[config.mk]
export PLATFORM = sky130hd
export DESIGN_NAME = rf_wb_arbiter
export DESIGN_NICKNAME = d
export VERILOG_FILES = /design/src/rtl/rf_wb_arbiter.sv
export SDC_FILE = /design/constraint.sdc
export NUM_CORES = 1
export LEC_CHECK = 0
export CORE_MARGIN = 4
export CORE_UTILIZATION = 39
export DETAILED_ROUTE_END_ITERATION = 8
export PLACE_DENSITY = 0.78
export SLEW_MARGIN = 20
export SYNTH_ARGS = -nofsm -noshare
export SYNTH_HDL_FRONTEND = slang
export SYNTH_SLANG_ARGS = --single-unit
[constraint.sdc]
create_clock -name clk -period 3.95 [get_ports clk]
set_input_delay 0.79 -clock clk [delete_from_list [all_inputs] [get_ports clk]]
set_output_delay 0.79 -clock clk [all_outputs]
set_load 0.03 [all_outputs]
[src/rtl/rf_wb_arbiter.sv]
// rtl/rf_wb_arbiter.sv - register file write-port arbiter for pipeline/multi-cycle results
// plus the scoreboard of registers awaiting a multi-cycle result.
module rf_wb_arbiter #(
  parameter int XLEN     = 32,
  parameter int NREG     = 32,
  parameter int MAX_WAIT = 4,
  parameter int WCNT_W   = 3
) (
  input  logic            clk,
  input  logic            rst_n,
  input  logic            i_a_we,
  input  logic [4:0]      i_a_rd,
  input  logic [XLEN-1:0] i_a_wd,
  output logic            o_stall_a,
  input  logic            i_b_valid,
  input  logic [4:0]      i_b_rd,
  input  logic [XLEN-1:0] i_b_wd,
  output logic            o_b_ready,
  input  logic            i_iss_valid,
  input  logic [4:0]      i_iss_rd,
  input  logic [4:0]      i_chk_rs1,
  input  logic [4:0]      i_chk_rs2,
  input  logic [4:0]      i_chk_rd,
  output logic            o_hazard,
  output logic            o_rf_we,
  output logic [4:0]      o_rf_rd,
  output logic [XLEN-1:0] o_rf_wd,
  output logic [NREG-1:0] o_busy_vec
);

  logic [WCNT_W-1:0] r_wait_cnt;
  logic [NREG-1:0]   r_busy;

  logic            w_a_req;
  logic            w_b_req;
  logic            w_b_x0;
  logic            w_starve;
  logic            w_grant_a;
  logic            w_grant_b;
  logic [NREG-1:0] w_clr;
  logic [NREG-1:0] w_set;
  logic [NREG-1:0] w_eff;

  assign w_a_req   = i_a_we & (i_a_rd != 5'd0);
  assign w_b_req   = i_b_valid & (i_b_rd != 5'd0);
  assign w_b_x0    = i_b_valid & (i_b_rd == 5'd0);
  assign w_starve  = (r_wait_cnt == WCNT_W'(MAX_WAIT));
  assign w_grant_b = w_b_req & (w_starve | ~w_a_req);
  assign w_grant_a = w_a_req & ~w_grant_b;

  assign w_clr = NREG'(w_grant_b) << i_b_rd;
  assign w_set = NREG'(i_iss_valid && (i_iss_rd != 5'd0)) << i_iss_rd;
  // A result landing this cycle is forwarded by the register file, so it no longer blocks issue.
  assign w_eff = r_busy & ~w_clr;

  assign o_b_ready  = rst_n & (w_grant_b | w_b_x0);
  assign o_stall_a  = rst_n & w_starve & w_b_req & w_a_req;
  assign o_hazard   = rst_n & (w_eff[i_chk_rs1] | w_eff[i_chk_rs2] | w_eff[i_chk_rd]);
  assign o_busy_vec = r_busy;

  always_comb begin
    o_rf_we = 1'b0;
    o_rf_rd = 5'd0;
    o_rf_wd = '0;
    if (rst_n) begin
      if (w_grant_b) begin
        o_rf_we = 1'b1;
        o_rf_rd = i_b_rd;
        o_rf_wd = i_b_wd;
      end else if (w_grant_a) begin
        o_rf_we = 1'b1;
        o_rf_rd = i_a_rd;
        o_rf_wd = i_a_wd;
      end
    end
  end

  always_ff @(posedge clk or negedge rst_n) begin
    if (!rst_n) begin
      r_wait_cnt <= '0;
      r_busy     <= '0;
    end else begin
      if (!w_b_req || w_grant_b)
        r_wait_cnt <= '0;
      else if (!w_starve)
        r_wait_cnt <= r_wait_cnt + WCNT_W'(1);
      // Set is applied after clear so a same-cycle reissue keeps the register busy.
      r_busy <= ((r_busy & ~w_clr) | w_set) & ~NREG'(1);
    end
  end

endmodule

* Word-level counts from Yosys, hierarchy flattened
Index checks and enable logic that the tools add are counted.
** Word-level totals
- Register bits :: 34
- Input port bits :: 99
- Output and inout bits :: 73
- Logic and storage cells :: 53
** Cells by class
- Add/subtract/negate cells :: 1
- $lt $le $gt $ge :: 3
- Equal/unequal tests :: 2
- Shift operators :: 2
- Muxes and demuxes :: 17
- Bitwise logic cells :: 19
- Reductions and logical operators :: 7
** Operator list (count)
- $mux 32 :: 3
- $shl 1x5->32 :: 2
- $and 32x32->32 :: 1
- $not 32->32 :: 1
- $or 32x32->32 :: 1
- $lt 5x6->1 const B :: 3
- $bmux 1 s5 :: 3
- $mux 5 :: 3
- $reduce_bool 5->1 :: 3
- $and 1x1->1 :: 10
- $mux 1 :: 6
- $mux 3 :: 2
- $logic_not 5->1 :: 1
- $or 1x1->1 :: 4
- $add 3x1->3 const B :: 1
- $eq 3x3->1 const B :: 1
- $ne 2x1->1 const B :: 1
- $not 1->1 :: 2
- $logic_and 1x1->1 :: 1
- $logic_not 1->1 :: 1
- $logic_or 1x1->1 :: 1

* Depth between registers and ports, before layout
Gate-level depths: netlist of run 1.
- Word-level depth :: 13
- Gate-level depth with buffers :: 12
- Mapped depth without buffers :: 10

* Worst setup path after synthesis of run 1
Ideal clock, no wire load.
- Path kind :: input to output
- Start point :: input port i_b_rd[3]
- End point :: output port o_hazard
- Arrival time :: 2975 ps
- Required time :: 3160 ps
- Path slack :: 185 ps
- Stages :: 9
- Path buffers :: 2
- Path through :: buf_2 > or3_1 > buf_2 > o31ai_1 > o21ai_0 > mux4_2 > or3_1 > o311ai_1 > o211ai_1
** On the way
- Word-level cells in the longest chain between the ends :: 11
- Elaborated cells on any way between the ends :: 15
- Those cells by class :: shift (1); mux (6); bitwise (7); reduce/logical (1)
** RTL lines
- from (decl) :: line 16 : input logic [4:0] i_b_rd,
- $reduce_bool 5->1 :: line 45 : assign w_b_req = i_b_valid & (i_b_rd != 5'd0);
- $and 1x1->1 :: line 45
- $and 1x1->1 :: line 48 : assign w_grant_b = w_b_req & (w_starve | ~w_a_req);
- $shl 1x5->32 (*) :: line 51 : assign w_clr = NREG'(w_grant_b) << i_b_rd;
- $not 32->32 (*) :: line 54 : assign w_eff = r_busy & ~w_clr;
- $and 32x32->32 (*) :: line 54
- $bmux 1 s5 :: line 58 : assign o_hazard = rst_n & (w_eff[i_chk_rs1] | w_eff[i_chk_rs2] | w_eff[i_chk_rd]);
- $mux 1 (implied by the code) :: line 58
- $or 1x1->1 :: line 58
- $or 1x1->1 (*) :: line 58
- $and 1x1->1 (*) :: line 58
- to (decl) :: line 24 : output logic o_hazard,
Every way passes the cells marked *; elsewhere a longest branch is shown, timed or not. The select of a mux whose other input is x is not followed.

* Worst setup path in the final report of run 1
- Start point :: input port i_a_rd[2]
- End point :: output port o_hazard
** On the way
- Word-level cells in the longest chain between the ends :: 13
- Elaborated cells on any way between the ends :: 17
- Those cells by class :: shift (1); mux (6); bitwise (9); reduce/logical (1)
** RTL lines
- from (decl) :: line 12 : input logic [4:0] i_a_rd,
- $reduce_bool 5->1 (*) :: line 44 : assign w_a_req = i_a_we & (i_a_rd != 5'd0);
- $and 1x1->1 (*) :: line 44
- $not 1->1 (*) :: line 48
- $or 1x1->1 (*) :: line 48
- $and 1x1->1 (*) :: line 48
- $shl 1x5->32 (*) :: line 51
- $not 32->32 (*) :: line 54
- $and 32x32->32 (*) :: line 54
- $bmux 1 s5 :: line 58
- $mux 1 (implied by the code) :: line 58
- $or 1x1->1 :: line 58
- $or 1x1->1 (*) :: line 58
- $and 1x1->1 (*) :: line 58
Marked as above.

==> results of run 1 <==
## sequential cells by signal, indices dropped and copies added (netlist names)
name        flops
o_busy_vec     31
r_wait_cnt      3
## cells in the mapped netlist (7+ instances only)
cell type	n
a22oi_1	40
clkbuf_1	23
dfrtp_1	34
mux2i_1	15
mux4_2	7
nand2_1	13
nand2b_1	8
nand3b_1	13
nor2_1	59
o21ai_0	47
o311ai_0	7
o31ai_1	19
## layer usage
metal  global-route usage  up-vias
met5                    0        -
met4               0.0745        0
met3               0.0699       58
met2                0.539      331
met1                0.429     2182
li1                     -     1955
## area by class of cell
cell class,count,area [µm²],share of cell area
Timing Repair Buffer,269,2390,0.409
Sequential cell,34,851,0.146
Multi-Input combinational cell,307,2360,0.405
Tap cell,102,128,0.0219
Clock buffer,5,68.8,0.0118
Clock inverter,2,10.0,0.00172
Inverter,6,22.5,0.00386
## layout by cell type, fill, tap and decap left out, types with 9 or more instances in the layout
cell type          n
buf_4            126
clkdlybuf4s50_1  118
nor2_1            56
o21ai_0           39
a22oi_1           39
dfrtp_1           34
mux2i_1           15
nand3b_1          13
nand2_1           11
o31ai_4           11
buf_6              9
## cells by family (layout without fill, tap and decap cells)
group / count (synthesis) / in the layout / synth area share
AOI/OAI and AO/OA: 153 / 153 / 0.340
xor gates and xnor gates: 1 / 1 / 0.00285
adders and majority gates: 2 / 2 / 0.00815
buffers and inverters: 37 / 282 / 0.0509
DFF: 34 / 34 / 0.277
muxes: 23 / 23 / 0.104
other: 1 / 1 / 0.00122
and+or+nand+nor: 127 / 127 / 0.216
## through the flow
| stage | hold slack (ns) | std cells | setup WS [ns] |
|---|---|---|---|
| final | 0.412 | 725 | -0.124 |
| after CTS | 0.411 | 724 | -0.00729 |
| after floorplan | 0.431 | 378 | 0.185 |
| after global placement | 0.443 | 695 | -0.511 |
| after detailed placement | 0.459 | 695 | -0.620 |
| after global routing | 0.415 | 725 | -0.166 |
## where the power goes
| group | switching [mW] | leakage [nW] | internal [mW] |
|---|---|---|---|
| Combinational | 0.643 | 1.92 | 0.585 |
| Sequential | 0.0893 | 0.412 | 0.427 |
| Clock | 0.129 | 0.0438 | 0.118 |
## repair_timing
action / 4_1_cts / 5_1_grt
resized for setup: 98 / 7
hold buffers: 0 / 0
pin swaps: 22 / 4
cloned: 2 / 0
setup buffers: 24 / 1
endpoints found under the setup margin: 1 / 1
## final timing paths
check | start | endpoint | slack, ns | cells after the start
worst max-delay path | i_a_rd[2] | o_hazard | -0.12 | 14
worst min-delay path | rst_n | o_busy_vec[18] | 0.41 | 1
worst max register to register | r_wait_cnt[1] | o_busy_vec[12] | 1.73 | 11
worst min register to register | r_wait_cnt[0] | r_wait_cnt[0] | 0.53 | 2
max in group asynchronous | rst_n | o_busy_vec[17] | 2.88 | 2
min in group clk | r_wait_cnt[0] | r_wait_cnt[0] | 0.53 | 2
==> impl_results.md, run 1 <==
- First DRT Iteration DRCs: 396
- Asr flop ratio synth: 1.00
- Max-slew violation count: 0
- Hold Crit Class: input port to async pin
- Clock Path Buffers: 2
- Mapped Nets: 479
- Drt total wl: 15.8 mm
- # IOs: 172
- Setup TNS: -0.124 ns
- Root Buffer: clkbuf_8
- Post-synth top flop: dfrtp_1
- First-pass DRT Iterations: 6
- Synth-to-layout area growth: 90.0%
- Antenna violations before repair: 0
- Post-DRT Antenna Nets: 0
- Via density: approximately 6.2
- M1 wire length: 6.23 mm
- Crit end category: primary output
- Largest stage delay, worst path: 0.47 ns
- Number of global-route vias before repair: 4,510
- Outcome: complete, but fails checks
- Clk slew on worst S/H paths: 0.07 ns
- FP Rows: 32
- Buffers on Ports: 170
- Peak Freq: 0.245 GHz
- Clock skew: 0.00336 ns
- Clock insertion delay at the later pin of the skew report: 0.29 ns
- Max Cap Viol: 0
- TritonCTS Sinks: 34
- Dpl cell area: 5260 µm²
- TritonCTS clock tree: yes
- Number of synthesized flops with an enable pin: 0
- Minimum clock period: 4.07 ns
- DR WL met2: 7.60 mm
- Metal3 WL: 1.55 mm
- Endpoints failing hold: 0
- Die span in y: approximately 97 µm
- Fillers: 552
- Top-area cell type share of the netlist area: 0.277
- Seq/Total Area, Yosys: 0.277
- Post-DP HPWL: 11.7 mm
- PwrDens: 342 nW/µm²
- Critical-path maximum fanout: 5
- Finished layout cell area: 5830 µm²
- Synth Register Bits: 34
- Residual DRC: 0
- CP most frequent cell: buf_4
- Top Family by Delay on Critical Path: compound AO/OA/AOI/OAI gates
- CP Class: input port to primary output
- Finish-stage setup viols: 1
- Total gr overflow: 0
- Worst Setup Slack, final: -0.124 ns
- Yosys warnings: 0
- WP buf/inv: 6
- Layout cells sized above 1: 0.329
- H-tree levels: 2
- Crit path max-delay cell type: o311ai_0
- RSZ-0062 raised after global routing: true
- Via count: 4,526
- Die W: 96.7 µm
- Largest cells by area after synthesis: dfrtp_1 28%, a22oi_1 9.8%, o21ai_0 7.7%
- Post-route clock period utilization: 1.03
- Worst setup SP type: input port
- Static Leakage: 2.38 nW
- Failing checks: setup timing
- Pin count of the biggest net entering global routing: 40
- Rel. slew slack: 0.663
- Core area: 7690 µm²
- Mean Syn Cell Area: a little over 8 µm²
- Drt wl/cell: roughly 22 µm
- Arr. time, crit path: about 3.3 ns
- Distinct cell type count after synthesis: 53
- Final RePlAce weighted congestion: ~1
- Total power: between 1.5 and 2 mW
- Yosys top cell by area: dfrtp_1
- Synth Instances: 378
- NumNets Final: approximately 720
- Least-Margin Pin Slew: about 0.5 ns
- Overall die area: 9360 µm²
- Num CTS Buffers: 5
- WP data required: 3.16 ns
- Maximum vdd drop: 0.360 mV
- Global-route wire length before repair: 24.7 mm
- DR top layer: met4
- Initial core utilization: 0.399
- Final core occ: 0.759
- GRT Overall Usage: 0.323
- Crit path cell chain: clkdlybuf4s15_2 -> buf_4 -> nor2_4 -> a22oi_2 -> buf_4 -> buf_4 -> buf_2 -> o311ai_0 -> o21ai_0 -> o22ai_1 -> nor3_1 -> o22ai_1 -> o211ai_1 -> buf_4
- Antenna diodes: 0
- Synthesized area: roughly 3100 µm²
No activity file was read; power rests on OpenSTA's default activity.
==> inputs of run 2 (changes only) <==
--- a/constraint.sdc
+++ b/constraint.sdc
@@ -3,2 +3,2 @@
 set_output_delay 0.79 -clock clk [all_outputs]
-set_load 0.03 [all_outputs]
+set_load 0.01 [all_outputs]
==> run 2 against run 1 <==
Compared with the run above:
- the flow still finishes with violations (setup timing)
- critical path type unchanged
- largest cell class unchanged
- highest routed layer is now met5
- clock skew grew 0.0012 ns
- sequential power shrank 1%
- non-clock buffer count grew 1
- via count shrank 4.5%
- first-iteration DRC count is the same
- worst setup slack gained 0.041 ns
==> impl_results.md, run 2 (same netlist as run 1, synthesis figures left out) <==
- Layout cells sized above 1: 0.254 (was 0.329)
- Inst Count DP: 706 (was 695)
- Initial core utilization: 0.399 (unchanged)
- Power share of the clock group: 0.175 (was 0.124)
- Antenna diodes: 0 (unchanged)
- CP Class: input port to primary output (unchanged)
- Buffers on Ports: 170 (unchanged)
- FF-to-FF Start: r_wait_cnt[0] (was r_wait_cnt[1])
- Switching power: 0.681 mW (was 0.862 mW)
- Residual DRC: 0 (unchanged)
- Critical-path maximum fanout: 8 (was 5)
- TritonCTS Sinks: 34 (unchanged)
- Switching share of power: 0.369 (was 0.433)
- Final RePlAce weighted congestion: 0.977 (was 1.03)
- Clock Path Buffers: 2 (unchanged)
- Num CTS Buffers: 5 (unchanged)
- Dpl cell area: 5460 µm² (was 5260 µm²)
- Drt total wl: 15.3 mm (was 15.8 mm)
- Synth-to-layout area growth: 90.3% (was 90.0%)
- Overall die area: 9360 µm² (unchanged)
- Cell depth of the worst flop-to-flop path: 9 (was 11)
- Pre-CTS WS: -0.948 ns (was -0.620 ns)
- Combinational power share: 0.549 (was 0.616)
- Pin count of the biggest net entering global routing: 27 (was 40)
- Commonest non-fill, non-tap cell in the layout: clkdlybuf4s50_1 (was buf_4)
- Least-Margin Pin Slew: 0.789 ns (was 0.503 ns)
- Via density: 5.94 (was 6.24)
- Rel. slew slack: 0.474 (was 0.663)
- Minimum clock period: 4.03 ns (was 4.07 ns)
- PwrDens: 316 nW/µm² (was 342 nW/µm²)
- Crit end category: primary output (unchanged)
- Failing checks: setup timing (unchanged)
- Static Leakage: 2.47 nW (was 2.38 nW)
- Flop pwr share: 0.276 (was 0.259)
- RSZ-0062 raised after global routing: true (unchanged)
- Via count: 4,321 (was 4,526)
- R2R Path End: o_busy_vec[11] (was o_busy_vec[12])
- Clock skew: 0.00459 ns (was 0.00336 ns)
- Internal power: 1.16 mW (was 1.13 mW)
- Worst setup SP type: input port (unchanged)
- TritonCTS clock tree: yes (unchanged)
- Finished layout cell area: 5840 µm² (was 5830 µm²)
- Clock insertion delay at the later pin of the skew report: 0.29 ns (about the same)
- Hold Crit Class: input port to async pin (unchanged)
- Max Cap Viol: 0 (unchanged)
- FP Rows: 32 (unchanged)
- Outcome: complete, but fails checks (unchanged)
- Antenna violations before repair: 1 (was 0)
- Root Buffer: clkbuf_8 (unchanged)
- Number of flip-flops in the largest register: 31 (unchanged)
- CTS Hold Bufs: 0 (unchanged)
- Endpoints failing hold: 0 (unchanged)
- WP data required: 3.16 ns (about the same)
- Post-DRT Antenna Nets: 0 (unchanged)
- Arr. time, crit path: 3.24 ns (was 3.28 ns)
- Max-slew violation count: 0 (unchanged)
- Die span in y: 96.7 µm (unchanged)
- Number of global-route vias before repair: 4,197 (was 4,510)
- First-pass DRT Iterations: 6 (unchanged)
- Global-route wire length before repair: 23.7 mm (was 24.7 mm)
- H-tree levels: 2 (unchanged)
- Maximum vdd drop: 0.326 mV (was 0.360 mV)
- GRT Overall Usage: 0.313 (was 0.323)
- NumNets Final: 726 (was 724)
- # IOs: 172 (unchanged)
- Post-route clock period utilization: 1.02 (was 1.03)
- Peak Freq: 0.248 GHz (was 0.245 GHz)
- Core area: 7690 µm² (unchanged)
- Worst Setup Slack, final: -0.0829 ns (was -0.124 ns)
- Layout Cells excl Fill: 728 (was 725)
- Total gr overflow: 0 (unchanged)
- Post-DP HPWL: 11.8 mm (was 11.7 mm)
- Drt wl/cell: 21.0 µm (was 21.8 µm)
- Die W: 96.7 µm (unchanged)
- Finish-stage setup viols: 1 (unchanged)
- First DRT Iteration DRCs: 396 (unchanged)
- Clk slew on worst S/H paths: 0.08 ns (was 0.07 ns)
- Reg2Reg Setup Slack: 1.58 ns (was 1.73 ns)
- Most frequent cells in the layout: 121 x clkdlybuf4s50_1, 93 x buf_4, 54 x nor2_1, 43 x dlygate4sd2_1 (was 126 x buf_4, 118 x clkdlybuf4s50_1, 56 x nor2_1, 39 x o21ai_0, 39 x a22oi_1)
-- run 2: cell count changes in the layout (fill, tap and decap cells not counted), moves of 3 or more --
cell / previous run / this run
buf_6: 9 / 2
buf_4: 126 / 93
o31ai_4: 11 / 5
o31ai_1: 3 / 7
dlygate4sd2_1: 5 / 43
clkdlybuf4s50_1: 118 / 121
-- run 2: power groups by stage --
stage	clock [mW]	combinational, mW	sequential [mW]
finish	0.322	1.01	0.509
global route	0.339	1.07	0.515
CTS	0.319	0.972	0.501
detailed placement	0	0.953	0.497
global placement	0	0.938	0.498
floorplan	0	0.326	0.512
-- run 2: stage by stage --
| step | hold WS [ns] | setup TNS, ns | utilization | total power [mW] |
|---|---|---|---|---|
| after detailed placement | 0.533 | -7.70 | 0.710 | 1.45 |
| after CTS | 0.509 | -0.0927 | 0.752 | 1.79 |
| after global placement | 0.508 | -5.36 | 0.710 | 1.44 |
| final | 0.499 | -0.0829 | 0.760 | 1.84 |
| after floorplan | 0.431 | 0 | - | 0.838 |
| after global routing | 0.525 | -0.183 | 0.760 | 1.92 |
-- run 2: routing by layer --
metal	wire length (µm)	up-vias	track usage
li1	-	1965	-
met1	6340	2062	0.439
met2	7220	260	0.507
met3	1450	32	0.0591
met4	269	2	0.0605
met5	7	-	0
-- run 2: worst max path at each step --
stage | start | end | slack, ns | depth (start not counted)
2_1_floorplan | i_b_rd[3] | o_hazard | 0.32 | 9
3_3_place_gp | i_a_rd[0] | o_hazard | -0.80 | 10
3_5_place_dp | i_a_rd[0] | o_hazard | -0.95 | 10
4_1_cts | i_b_rd[2] | o_hazard | -0.09 | 9
5_1_grt | i_b_valid | o_hazard | -0.16 | 11
6_report | i_b_rd[3] | o_hazard | -0.08 | 10
-- run 2: timing repair --
action                                  in CTS  in global routing
endpoints found under the setup margin      38                  4
gates cloned                                 2                  0
gates resized for setup                     94                 16
buffers inserted                            12                  3
pin swaps                                   12                  6
-- run 2: cell type report --
class / count / area [µm²]
Clock inverter: 2 / 37.5
Timing Repair Buffer: 270 / 2450
Fill cell: 571 / 1840
Tap cell: 102 / 128
Sequential cell: 34 / 851
Clock buffer: 6 / 72.6
Multi-Input combinational cell: 308 / 2280
Inverter: 6 / 22.5
-- run 2: worst max-delay path: stages --
cell	delay, ns
clkdlybuf4s50_1	0.48
buf_4	0.17
or3b_2	0.53
o311ai_0	0.47
o21ai_0	0.16
o22ai_1	0.15
nor3_1	0.06
o22ai_1	0.14
o211ai_1	0.12
buf_2	0.17
